<file path="src/rtl/irrigation_timer_ctrl_if.sv">
// ---------------------------------------------------------------------------
// irrigation_timer_ctrl_if
// Bundles the control inputs and the status/display outputs of the
// irrigation countdown controller.
//   load, start, stop        : level controls from the operator panel
//   preset_min, preset_sec   : BCD MM:SS preset ([7:4] tens, [3:0] ones)
//   valve, running           : high while the countdown is running
//   done                     : one-cycle pulse when the countdown expires
//   digit_sel, anode_n, bcd  : time-multiplexed seven-segment digit scan
// The master modport is the side that drives the controls (panel or bench).
// The slave modport is the controller itself.
// ---------------------------------------------------------------------------
interface irrigation_timer_ctrl_if;
  logic       load;
  logic       start;
  logic       stop;
  logic [7:0] preset_min;
  logic [7:0] preset_sec;
  logic       valve;
  logic       running;
  logic       done;
  logic [1:0] digit_sel;
  logic [3:0] anode_n;
  logic [3:0] bcd;

  modport master (
    output load, start, stop, preset_min, preset_sec,
    input  valve, running, done, digit_sel, anode_n, bcd
  );

  modport slave (
    input  load, start, stop, preset_min, preset_sec,
    output valve, running, done, digit_sel, anode_n, bcd
  );
endinterface

</file>
<file path="src/rtl/irrigation_timer_ctrl.sv">
// ---------------------------------------------------------------------------
// irrigation_timer_ctrl
// Countdown controller for one irrigation cycle. It holds a BCD MM:SS
// duration, counts it down once per second while running, and drives the
// valve. It also scans the four count digits onto a shared BCD bus for a
// seven-segment decoder.
//   clk    : system clock, rising edge
//   rst_n  : synchronous active-low reset
//   bus    : irrigation_timer_ctrl_if.slave (controls, status, display)
// Parameters:
//   TICK_DIV : clk cycles per one-second countdown step (>= 2)
//   SCAN_DIV : clk cycles each display digit is shown (>= 1)
// ---------------------------------------------------------------------------
module irrigation_timer_ctrl #(
  parameter int unsigned TICK_DIV = 50_000_000,
  parameter int unsigned SCAN_DIV = 50_000
) (
  input logic                    clk,
  input logic                    rst_n,
  irrigation_timer_ctrl_if.slave bus
);

  localparam int TICK_W = $clog2(TICK_DIV);
  localparam int SCAN_W = (SCAN_DIV > 1) ? $clog2(SCAN_DIV) : 1;
  localparam logic [TICK_W-1:0] TICK_LAST = TICK_W'(TICK_DIV - 1);
  localparam logic [SCAN_W-1:0] SCAN_LAST = SCAN_W'(SCAN_DIV - 1);

  typedef enum logic [1:0] {
    S_IDLE,
    S_RUN,
    S_PAUSE,
    S_DONE
  } state_e;

  state_e            state_q, state_d;
  // count_q = {min tens, min ones, sec tens, sec ones}
  logic [15:0]       count_q, count_d;
  logic [TICK_W-1:0] tick_q, tick_d;
  logic [SCAN_W-1:0] scan_q, scan_d;
  logic [1:0]        digit_q, digit_d;
  logic              done_q, done_d;

  logic [15:0]       preset_clamped;
  logic [15:0]       count_dec;

  function automatic logic [3:0] clamp_digit(input logic [3:0] d, input logic [3:0] max_val);
    return (d > max_val) ? max_val : d;
  endfunction

  // One-second BCD decrement with borrow through all four digits.
  // Only used while running, where the count is never 00:00.
  function automatic logic [15:0] bcd_dec(input logic [15:0] c);
    logic [3:0] mt, mo, st, so;
    {mt, mo, st, so} = c;
    if (so != 4'd0) begin
      so = so - 4'd1;
    end else begin
      so = 4'd9;
      if (st != 4'd0) begin
        st = st - 4'd1;
      end else begin
        st = 4'd5;
        if (mo != 4'd0) begin
          mo = mo - 4'd1;
        end else begin
          mo = 4'd9;
          mt = mt - 4'd1;
        end
      end
    end
    return {mt, mo, st, so};
  endfunction

  // Out-of-range preset digits saturate so the count is always valid MM:SS.
  assign preset_clamped = {clamp_digit(bus.preset_min[7:4], 4'd9),
                           clamp_digit(bus.preset_min[3:0], 4'd9),
                           clamp_digit(bus.preset_sec[7:4], 4'd5),
                           clamp_digit(bus.preset_sec[3:0], 4'd9)};

  assign count_dec = bcd_dec(count_q);

  // Sequencing of load/run/pause/expiry. Stop outranks load, and load
  // outranks start. While running, stop also pre-empts a pending tick so
  // the prescaler value is kept intact for the resume.
  always_comb begin
    state_d = state_q;
    count_d = count_q;
    tick_d  = tick_q;
    done_d  = 1'b0;
    unique case (state_q)
      S_RUN: begin
        if (bus.stop) begin
          state_d = S_PAUSE;
        end else if (tick_q == TICK_LAST) begin
          tick_d  = '0;
          count_d = count_dec;
          // 00:01 is the only value that decrements to 00:00
          if (count_q == 16'h0001) begin
            state_d = S_DONE;
            done_d  = 1'b1;
          end
        end else begin
          tick_d = tick_q + 1'b1;
        end
      end
      S_PAUSE: begin
        if (!bus.stop) begin
          if (bus.load) begin
            state_d = S_IDLE;
            count_d = preset_clamped;
            tick_d  = '0;
          end else if (bus.start) begin
            state_d = S_RUN;
          end
        end
      end
      S_IDLE, S_DONE: begin
        if (bus.load) begin
          state_d = S_IDLE;
          count_d = preset_clamped;
          tick_d  = '0;
        end else if (bus.start && (count_q != 16'h0000)) begin
          state_d = S_RUN;
        end
      end
    endcase
  end

  // Display scan runs in every state, independent of the countdown.
  always_comb begin
    scan_d  = scan_q;
    digit_d = digit_q;
    if (scan_q == SCAN_LAST) begin
      scan_d  = '0;
      digit_d = digit_q + 2'd1;
    end else begin
      scan_d = scan_q + 1'b1;
    end
  end

  // State and counter registers with synchronous reset.
  always_ff @(posedge clk) begin
    if (!rst_n) begin
      state_q <= S_IDLE;
      count_q <= 16'h0000;
      tick_q  <= '0;
      scan_q  <= '0;
      digit_q <= 2'd0;
      done_q  <= 1'b0;
    end else begin
      state_q <= state_d;
      count_q <= count_d;
      tick_q  <= tick_d;
      scan_q  <= scan_d;
      digit_q <= digit_d;
      done_q  <= done_d;
    end
  end

  // Digit mux reads the registered select, so bcd always matches digit_sel.
  always_comb begin
    bus.bcd = count_q[3:0];
    unique case (digit_q)
      2'd0: bus.bcd = count_q[3:0];
      2'd1: bus.bcd = count_q[7:4];
      2'd2: bus.bcd = count_q[11:8];
      2'd3: bus.bcd = count_q[15:12];
    endcase
  end

  assign bus.valve     = (state_q == S_RUN);
  assign bus.running   = (state_q == S_RUN);
  assign bus.done      = done_q;
  assign bus.digit_sel = digit_q;
  assign bus.anode_n   = ~(4'b0001 << digit_q);

endmodule
</file>
<file path="src/flat_wrapper.sv">
// flat-port wrapper written by rule: the top's interface ports become plain ports
module irrigation_timer_ctrl_flat 
#(
  parameter int unsigned TICK_DIV = 50_000_000,
  parameter int unsigned SCAN_DIV = 50_000
)
  (clk, rst_n, bus_load, bus_start, bus_stop, bus_preset_min, bus_preset_sec, bus_valve, bus_running, bus_done, bus_digit_sel, bus_anode_n, bus_bcd);
  irrigation_timer_ctrl_if bus_i ();
  input logic clk;
  input logic rst_n;
  input wire logic [$bits(bus_i.load)-1:0] bus_load;
  input wire logic [$bits(bus_i.start)-1:0] bus_start;
  input wire logic [$bits(bus_i.stop)-1:0] bus_stop;
  input wire logic [$bits(bus_i.preset_min)-1:0] bus_preset_min;
  input wire logic [$bits(bus_i.preset_sec)-1:0] bus_preset_sec;
  output wire logic [$bits(bus_i.valve)-1:0] bus_valve;
  output wire logic [$bits(bus_i.running)-1:0] bus_running;
  output wire logic [$bits(bus_i.done)-1:0] bus_done;
  output wire logic [$bits(bus_i.digit_sel)-1:0] bus_digit_sel;
  output wire logic [$bits(bus_i.anode_n)-1:0] bus_anode_n;
  output wire logic [$bits(bus_i.bcd)-1:0] bus_bcd;
  assign bus_i.load = bus_load;
  assign bus_i.start = bus_start;
  assign bus_i.stop = bus_stop;
  assign bus_i.preset_min = bus_preset_min;
  assign bus_i.preset_sec = bus_preset_sec;
  assign bus_valve = bus_i.valve;
  assign bus_running = bus_i.running;
  assign bus_done = bus_i.done;
  assign bus_digit_sel = bus_i.digit_sel;
  assign bus_anode_n = bus_i.anode_n;
  assign bus_bcd = bus_i.bcd;
  irrigation_timer_ctrl #(.TICK_DIV(TICK_DIV), .SCAN_DIV(SCAN_DIV)) u_core (.clk(clk), .rst_n(rst_n), .bus(bus_i));
endmodule
</file>
<file path="config.mk">
export PLATFORM = sky130hd
export DESIGN_NAME = irrigation_timer_ctrl_flat
export DESIGN_NICKNAME = d
export VERILOG_FILES = /design/src/rtl/irrigation_timer_ctrl_if.sv /design/src/rtl/irrigation_timer_ctrl.sv /design/src/flat_wrapper.sv
export SDC_FILE = /design/constraint.sdc
export NUM_CORES = 1
export LEC_CHECK = 0
export CELL_PAD_IN_SITES_DETAIL_PLACEMENT = 0
export CELL_PAD_IN_SITES_GLOBAL_PLACEMENT = 1
export CORE_MARGIN = 4
export CORE_UTILIZATION = 43
export CTS_CLUSTER_SIZE = 14
export DETAILED_ROUTE_END_ITERATION = 10
export GPL_TIMING_DRIVEN = 1
export HOLD_SLACK_MARGIN = 0.02
export MAX_ROUTING_LAYER = met4
export PLACE_DENSITY_LB_ADDON = 0.1
export RECOVER_POWER = 50
export REMOVE_ABC_BUFFERS = 1
export SLEW_MARGIN = 10
export SYNTH_ARGS = -nofsm -noshare
export SYNTH_HDL_FRONTEND = slang
export SYNTH_SLANG_ARGS = --single-unit
export TNS_END_PERCENT = 20
</file>
<file path="constraint.sdc">
create_clock -name clk -period 2.4 [get_ports clk]
set_input_delay 0.6 -clock clk [delete_from_list [all_inputs] [get_ports clk]]
set_output_delay 0.6 -clock clk [all_outputs]
set_load 0.05 [all_outputs]
</file>
==> flow_metrics.py <==
metrics = {
    "detailed_routing": {
        "drtAntennaViolNets": 0,
        "drt_iter0_markers": 326,
        "wl_um": 10400,
        "num_vias": 3822,
        "first_pass_iters": 5,
        "routedWlPerCell_um": 15.8,
        "remaining_drc_errors": 0,
        "via_per_inst": 5.80,
    },
    "critical_path": {
        "ff2ff_setup_slack_ns": 0.21,
        "critical_path.cell_chain": "inv_2 -> ha_4 -> a222oi_1 -> mux2i_1 -> buf_4",
        "reg2reg_to": "u_core.tick_q[23]",
        "cp_slowest_cell": "dfxtp_4",
        "critPathLaunchType": "register",
        "r2r-start": "u_core.tick_q[7]",
        "crit_family": "flip-flops",
        "reg2reg_depth": 5,
        "arrival_ns": 1.65,
        "crit_path_max_incr_delay_ns": 0.37,
        "cp_max_fo": 5,
        "critPathKind": "register to primary output",
        "end_kind": "primary output",
        "path_buf_inv": 2,
        "required_ns": 1.80,
    },
    "layout": {
        "fillerInstances": 819,
        "multiInputGateArea_sq_mm": 0.00236,
        "mostFrequentLayoutCells": "61 x dfxtp_1, 58 x nor2_1, 48 x buf_4",
        "fin_cells": 659,
        "drive_above_1_share_pct": 14.4,
        "layout.nets": 582,
        "final_common_cell": "dfxtp_1",
        "diodes": 0,
        "final_util_pct": 55.5,
        "register_area_sq_mm": 0.00127,
        "synthToLayoutAreaGrowth_pct": 22.8,
        "fin_area_sq_mm": 0.00465,
    },
    "logic_synthesis": {
        "synth_top_family_by_area": "simple AND/OR/NAND/NOR gates",
        "synth-seq-cells": 63,
        "synth_xor_area_share_pct": 6.24,
        "synth_compound_area_share_pct": 17.5,
        "syn_avg_cell_area_sq_um": 7.86,
        "syn_area_sq_mm": 0.00379,
        "yosysWarnings": 0,
        "synth_edf_count": 0,
        "yosysTopAreaCellShare_pct": 33.3,
        "synth_area_leaders": "dfxtp_1 33%, nor2_1 5.7%, nand2_1 4.4%, ha_1 4.0%, nand3_1 3.6%",
        "yosys.area_share.simple_pct": 30.6,
        "synth_seq_area_share_pct": 33.3,
        "synth_ff_type": "dfxtp_1",
        "async_reset_ff_share_pct": 0,
        "yosys-mux-area-fraction_pct": 3.73,
        "synth_cell_type_count": 66,
        "synth_top_cell_by_area": "dfxtp_1",
        "synth_cells": 482,
        "synthAdderAreaFrac_pct": 3.96,
    },
    "timing": {
        "fin_tns_setup_ns": 0,
        "fin_crit_ns": 2.25,
        "final.setup.worst_slack_ns": 0.148,
        "finalSetupViolCount": 0,
        "timing.fmax_ghz": 0.444,
        "finalHoldViolations": 0,
        "tightest_slew_ns": 0.721,
        "skew_ns": 0.00806,
        "whs_ns": 0.449,
        "drv_slew": 0,
        "max_slew_margin_pct": 51.7,
        "post-route-period-util_pct": 93.8,
        "rsz0062_at_grt": "no",
    },
    "clock_network": {
        "clock_path_buffers": 2,
        "clkTransAtPathRegs_ns": 0.07,
        "htreeDepth": 3,
        "cts-buffers-inserted": 9,
        "clk_latency_ns": 0.35,
        "root_buffer": "clkbuf_8",
        "post_cts_buffers": 0,
        "clock_sinks": 63,
        "cts_tree": "built",
    },
    "die": {
        "die_h_um": 102,
        "dieArea_sq_mm": 0.0104,
        "initial_core_util_pct": 45.2,
        "rows": 33,
        "die-width_um": 102,
        "core-area_sq_mm": 0.00838,
        "pin_count": 34,
    },
    "power": {
        "leakagePower_nw": 1.69,
        "p_total_mw": 3.11,
        "ir_drop_v": 0.000410,
        "power.density_mw_per_mm2": 668,
    },
    "hold_path": {
        "worstHoldPathType": "register to register",
        "hp-start": "u_core.scan_q[0]",
        "hold_depth": 1,
        "min_to": "u_core.scan_q[0]",
    },
    "global_routing": {
        "grt_max_degree": 25,
        "antenna_found_initial": 0,
        "first_global_vias": 3571,
        "globalRouteTotalUtil_pct": 21.9,
        "grt_overflow": 0,
        "grt_pass1_wl_um": 17500,
    },
    "placed_design": {
        "port_buffers": 33,
        "dp_worst_setup_slack_ns": -0.0859,
        "place_inst": 643,
        "placed_cell_area_sq_mm": 0.00448,
        "dp_hpwl_um": 7790,
        "gp_congestion": 0.871,
    },
    "status": {
        "status": "finished, final reports clean",
    },
    "run": {
        "drv_cap": 0,
    },
}
metal layers:
layer	global-route usage (%)	up-vias	share of wire [%]	routed length (um)
li1	-	1911	-	-
met1	29.1	1798	49	5080
met2	33.9	103	45	4650
met3	5.32	10	5.2	539
met4	5.05	0	1.2	125
met5	-	-	0	0
state kept, by name, summed over array words and instances, names as in the netlist:
name and count:
u_core.tick_q 26, u_core.bus.done 1, u_core.scan_q 16, u_core.state_q 2, u_core.bus.digit_sel 2, u_core.count_q 16
synthesized netlist by cell type (all sizes together), types with 2 or more instances:
cell / instances
a211oi: 5
buf: 6
nor2b: 6
a21o: 2
or4b: 2
and4: 5
nor3b: 4
clkbuf: 16
a31oi: 13
a221oi: 2
nor4: 9
nand2: 44
o22a: 2
nand3b: 3
nor4b: 3
inv: 24
nand3: 28
dfxtp: 63
nand4b: 3
nand4: 17
xnor2: 14
or3: 5
nor3: 17
or4: 5
or2: 3
o21ai: 21
o221a: 2
o21a: 4
a222oi: 4
a21oi: 20
o22ai: 3
o2bb2ai: 2
a311oi: 3
and3: 6
xor2: 13
mux2i: 13
ha: 12
nor2: 58
a22oi: 3
where the power goes:
part	total (mW)	switching, mW	internal, mW
logic	1.03	0.619	0.413
registers	1.21	0.0931	1.12
clock network	0.867	0.459	0.408
total	3.11	1.17	1.94
cell families (layout without fill, tap and decap cells):
group,after synthesis,count (layout)
AOI/OAI and AO/OA,98,98
muxes,14,14
and+or+nand+nor,222,222
DFF,63,63
buffers and inverters,46,118
xor gates and xnor gates,27,27
adders and majority gates,12,12
worst max path at each step:
| stage | from | endpoint | slack [ns] | cells after the start |
|---|---|---|---|---|
| CTS | u_core.bus.digit_sel[0] | bus_bcd[3] | 0.009 | 5 |
| detailed placement | bus_load | u_core.tick_q[18] | -0.09 | 6 |
| finish | u_core.bus.digit_sel[0] | bus_bcd[2] | 0.15 | 5 |
| global placement | bus_stop | u_core.tick_q[18] | -0.03 | 7 |
| floorplan | u_core.state_q[1] | u_core.tick_q[12] | -0.41 | 6 |
| global route | u_core.tick_q[9] | u_core.tick_q[15] | 0.008 | 8 |
what timing repair did:
action	in CTS	in global routing
hold buffers	0	0
endpoints found under the setup margin	4	4
gates cloned	0	0
gates resized for setup	1	7
pin swaps	1	1
worst register-to-register path: stages (launching register included):
cell and delay, ns:
dfxtp_1 0.40, nand3_1 0.15, or4_4 0.50, or4_1 0.46, or4b_1 0.48, mux2i_1 0.12
cell type report:
cell class              instances  area share [%]
flip-flops and latches         63            27.3
well taps                     105            2.82
inverters                      24            1.94
clock inverters                 6           0.941
clock buffers                  10            2.96
repair buffers                 78            13.3
multi-input cells             373            50.7
No activity file was read; power rests on OpenSTA's default activity.
